## src/rtl/mult_share_ctrl_pkg.sv

```systemverilog
// mult_share_ctrl_pkg: FSM state encoding and requester ID constants shared by the multiplier arbiter.
package mult_share_ctrl_pkg;
  localparam logic [1:0] ST_IDLE = 2'd0;
  localparam logic [1:0] ST_MUL  = 2'd1;
  localparam logic [1:0] ST_RESP = 2'd2;
  localparam logic PORT0 = 1'b0;
  localparam logic PORT1 = 1'b1;
endpackage

```

## src/rtl/mult_share_ctrl_core.sv

```systemverilog
// mult_core: registered unsigned times-table multiplier; product loads on en, holds otherwise, clears on rst.
module mult_core #(
  parameter int OPW = 3
) (
  input  logic             clk,
  input  logic             rst,
  input  logic             en,
  input  logic [OPW-1:0]   a,
  input  logic [OPW-1:0]   b,
  output logic [2*OPW-1:0] product
);
  localparam int PW = 2 * OPW;
  logic [PW-1:0] w_a;
  logic [PW-1:0] w_b;
  assign w_a = PW'(a);
  assign w_b = PW'(b);
  always_ff @(posedge clk) begin
    if (rst) product <= '0;
    else if (en) product <= w_a * w_b;
  end
endmodule

```

## src/rtl/mult_share_ctrl.sv

```systemverilog
// mult_share_ctrl: round-robin share of one registered multiplier between two valid/ready requesters,
// returning the product tagged with the requester ID on a single valid/ready response channel.
module mult_share_ctrl
  import mult_share_ctrl_pkg::*;
#(
  parameter int OPW   = 3,
  parameter int CNT_W = 8
) (
  input  logic             clk,
  input  logic             rst,
  input  logic             req0_valid,
  input  logic [OPW-1:0]   req0_a,
  input  logic [OPW-1:0]   req0_b,
  output logic             req0_ready,
  input  logic             req1_valid,
  input  logic [OPW-1:0]   req1_a,
  input  logic [OPW-1:0]   req1_b,
  output logic             req1_ready,
  output logic             rsp_valid,
  output logic             rsp_id,
  output logic [2*OPW-1:0] rsp_result,
  input  logic             rsp_ready,
  output logic             busy,
  output logic [CNT_W-1:0] op_count
);
  logic [1:0]       r_state;
  logic [1:0]       w_next;
  logic             r_last_grant;
  logic             r_id;
  logic [OPW-1:0]   r_a;
  logic [OPW-1:0]   r_b;
  logic [CNT_W-1:0] r_count;
  logic             w_g0;
  logic             w_g1;
  logic             w_hs;
  logic             w_rsp_hs;
  logic             w_mul_en;
  // On contention the port that did not win last time is granted.
  always_comb begin
    w_g0 = req0_valid & (~req1_valid | (r_last_grant == PORT1));
    w_g1 = req1_valid & (~req0_valid | (r_last_grant == PORT0));
    req0_ready = (r_state == ST_IDLE) & w_g0;
    req1_ready = (r_state == ST_IDLE) & w_g1;
    w_hs = req0_ready | req1_ready;
    w_rsp_hs = rsp_valid & rsp_ready;
    w_next = (r_state == ST_IDLE) ? (w_hs ? ST_MUL : ST_IDLE) :
             (r_state == ST_MUL)  ? ST_RESP :
             (r_state == ST_RESP && !w_rsp_hs) ? ST_RESP : ST_IDLE;
  end
  always_ff @(posedge clk) begin
    if (rst) begin
      r_state      <= ST_IDLE;
      r_last_grant <= PORT1;
      r_id         <= PORT0;
      r_a          <= '0;
      r_b          <= '0;
      r_count      <= '0;
    end else begin
      r_state <= w_next;
      if (w_hs) begin
        r_a          <= req1_ready ? req1_a : req0_a;
        r_b          <= req1_ready ? req1_b : req0_b;
        r_id         <= req1_ready ? PORT1 : PORT0;
        r_last_grant <= req1_ready ? PORT1 : PORT0;
      end
      if (w_rsp_hs) r_count <= r_count + CNT_W'(1);
    end
  end
  assign w_mul_en  = (r_state == ST_MUL);
  assign rsp_valid = (r_state == ST_RESP);
  assign rsp_id    = r_id;
  assign busy      = (r_state != ST_IDLE);
  assign op_count  = r_count;
  mult_core #(.OPW(OPW)) u_core (
    .clk     (clk),
    .rst     (rst),
    .en      (w_mul_en),
    .a       (r_a),
    .b       (r_b),
    .product (rsp_result)
  );
endmodule

```

## config.mk

```make
export PLATFORM = sky130hd
export DESIGN_NAME = mult_share_ctrl
export DESIGN_NICKNAME = d
export VERILOG_FILES = /design/src/rtl/mult_share_ctrl_pkg.sv /design/src/rtl/mult_share_ctrl_core.sv /design/src/rtl/mult_share_ctrl.sv
export SDC_FILE = /design/constraint.sdc
export NUM_CORES = 1
export LEC_CHECK = 0
export ABC_AREA = 1
export CAP_MARGIN = 20
export CORE_MARGIN = 2
export CORE_UTILIZATION = 42
export DETAILED_ROUTE_END_ITERATION = 8
export PLACE_DENSITY_LB_ADDON = 0.05
export SLEW_MARGIN = 20
export SYNTH_ARGS = -nofsm -noshare
export SYNTH_HDL_FRONTEND = slang
export SYNTH_SLANG_ARGS = --single-unit
```

## constraint.sdc

```tcl
create_clock -name clk -period 1.9 [get_ports clk]
set_input_delay 0.285 -clock clk [delete_from_list [all_inputs] [get_ports clk]]
set_output_delay 0.285 -clock clk [all_outputs]
set_load 0.01 [all_outputs]
```

==> impl_metrics.ini <==
[placement]
io_buffers = 35
dp_cells = 238
place_area_mm2 = 0.00168
globalplace.congestion = 0.810
dp_hpwl_um = 2010

[run_status]
status = complete, but fails checks
violations = design-rule violations

[final_layout]
post-route-util = 0.624
syn_to_final_growth_pct = 38.3
instances_no_fill = 244
diodes = 0
layout-drive-gt1-share = 0.146
fin_area_mm2 = 0.00175
final_nets = 240
nFillCells = 272

[setup_path]
slowest_stage = fa_1
worst_setup_path_start_kind = flip-flop
worstPathCellList = nand2_2 > fa_1 > inv_1 > ha_1 > inv_1 > fa_2 > a21oi_2
critPathRequiredTime_ps = 2150
cpMostUsedCell = inv_1
cp-end-kind = flip-flop
arrival_ps = 2110
critPathKind = flip-flop to flip-flop
crit_fanout = 2
slowest_delay_ps = 530

[clock_network]
ctsLongestPathBuffers = 2
cts_made_buffers = 3
clock_latency_ps = 300
clock-sinks = 24
clk_pin_slew_worst_paths_ps = 130
cts_tree = yes
cts_hold_buf = 0
ctsRootBufferMaster = clkbuf_4
htree_num_levels = 1

[synthesis]
synth_cells = 169
yosysMostFrequentCell = nand2_1
ys_ff_latch = 24
ys.flop_type = dfxtp_1
async_flop_share = 0
synthTopCellsByArea = dfxtp_1, nand2_1, inv_1
seq_area_frac_synth = 0.380
ys_warn_count = 0
ys_types = 21
yosysTopAreaCell = dfxtp_1
synth_nets = 194
synthesis.area_mm2 = 0.00126
yosys-top-cells-count = nand2_1, inv_1, dfxtp_1
avgSynthCellArea_um2 = 7.48
synth-edff-count = 0
synth_top_area_frac = 0.380

[global_routing]
antenna_found_initial = 0
use_met1 = 0.213
grtUsageMet3 = 0.0330
gr-usage-all-layers = 0.164
met2_usage = 0.281
busiest_layer = met2
grt_max_degree = 17
grt.overflow.total = 0
grt_pass1_vias = 1090
grt_pass1_wl_um = 4500

[power]
p_per_area_mw_per_mm2 = 591
ir_drop_v = 0.000277
p_leak_uw = 0.000870
power_uw = 1030

[floorplan]
num_rows = 19
die_h_um = 58.9
dieArea_mm2 = 0.00347
start_util = 0.451
fp.dieW_um = 58.9
core_area_mm2 = 0.00281
ios = 36

[timing]
fin_crit_sh = 0.981
setup_viol = 0
hold_viol = 0
clock_skew_ps = 3.35
slew_violations = 0
worst_pin_slew_ps = 484
fin_crit_ps = 1860
max_freq_mhz = 537
slew_headroom = 0.677
fin_hold_ws_ps = 480
rsz0062_at_grt = true

[route]
drtAntennaViolNets = 0
drc_errors = 3
vias = 1164
drtIter0Drc = 43
first_pass_iters = 6
viasPerCell = 4.77
drt-total-wl_um = 2530
routedWlPerCell_um = 10.4

[flow_run]
maxCapViolations = 0

[worst_hold_path]
hold_class = flip-flop to flip-flop
[critical path, delay by kind of cell, from the launching register on]
family	cells	cell delay (ps)
AOI/OAI and AO/OA	1	130
adders and majority gates	3	1150
buffers and inverters	2	110
DFF	1	350
and+or+nand+nor	1	60
[flip-flops by register name (all words and copies together) (netlist names)]
signal,flops
rsp_id,1
u_core.product,6
r_b,3
op_count,8
r_a,3
r_last_grant,1
r_state,2
[timing repair]
action	in CTS	in global routing
setup endpoints to repair	2	4
resized for setup	7	6
pin swaps	1	3
setup buffers	2	1
endpoints found under the hold margin	0	0
cloned	0	0
[final timing paths]
| check | to | slack (ps) | start | cells after the start |
|---|---|---|---|---|
| setup reg to reg | u_core.product[3] | 40 | r_a[0] | 7 |
| hold / removal | rsp_id | 480 | rsp_id | 2 |
| hold reg to reg | rsp_id | 480 | rsp_id | 2 |
| setup / recovery | u_core.product[3] | 40 | r_a[0] | 7 |
[power by group]
part           leakage (µW)  switching, µW  total, µW  internal, µW
Combinational      0.000658            124        256           133
Sequential         0.000198           23.1        563           540
Clock             0.0000138            142        215          73.8
Total              0.000870            288       1030           746
[cells in the final DEF, fill, tap and decap left out]
cell / instances
dlygate4sd2_1: 1
fa_1: 1
inv_1: 30
o21ai_0: 6
nand3b_1: 1
xor2_2: 1
fa_2: 1
nand2_1: 38
nand2_2: 1
a21oi_1: 10
buf_4: 9
nand3_2: 2
dfxtp_1: 19
o21ai_2: 1
a21oi_2: 1
ha_1: 6
nand3_1: 10
nor2_2: 2
dlymetal6s2s_1: 1
o21a_1: 2
nor2_4: 3
clkdlybuf4s50_1: 33
nand4_1: 3
dfxtp_2: 4
xor2_1: 2
clkbuf_4: 3
o211ai_1: 5
inv_2: 1
nand3_4: 1
dfxtp_4: 1
nor2_1: 14
[cell type report]
type,instances,area (µm²),share of cell area
timing repair buffer,44,419,0.240
inverter,31,116,0.0665
sequential,24,489,0.280
multi-input combinational,111,663,0.379
tap,31,38.8,0.0222
clock buffer,3,22.5,0.0129
[metal layers]
metal | vias up | share of wire
met5 | - | 0
met4 | 0 | 0.0051
met3 | 2 | 0.056
met2 | 30 | 0.47
met1 | 507 | 0.46
li1 | 625 | -
[cell families after synthesis]
group	after synthesis	synth area share
compound gates	25	0.116
xor+xnor	3	0.0208
fa+ha+maj	8	0.0910
buf+inv	34	0.109
flops	24	0.380
simple gates	75	0.284
[metrics by stage]
| stage | setup slack [ps] | TNS (ps) |
|---|---|---|
| global placement | 60.2 | 0 |
| global route | -63.5 | -107 |
| floorplan | 73.9 | 0 |
| detailed placement | -29.3 | -29.3 |
| finish | 36.2 | 0 |
| CTS | 37.1 | 0 |
Note: power is estimated with default switching activity, not from simulation.
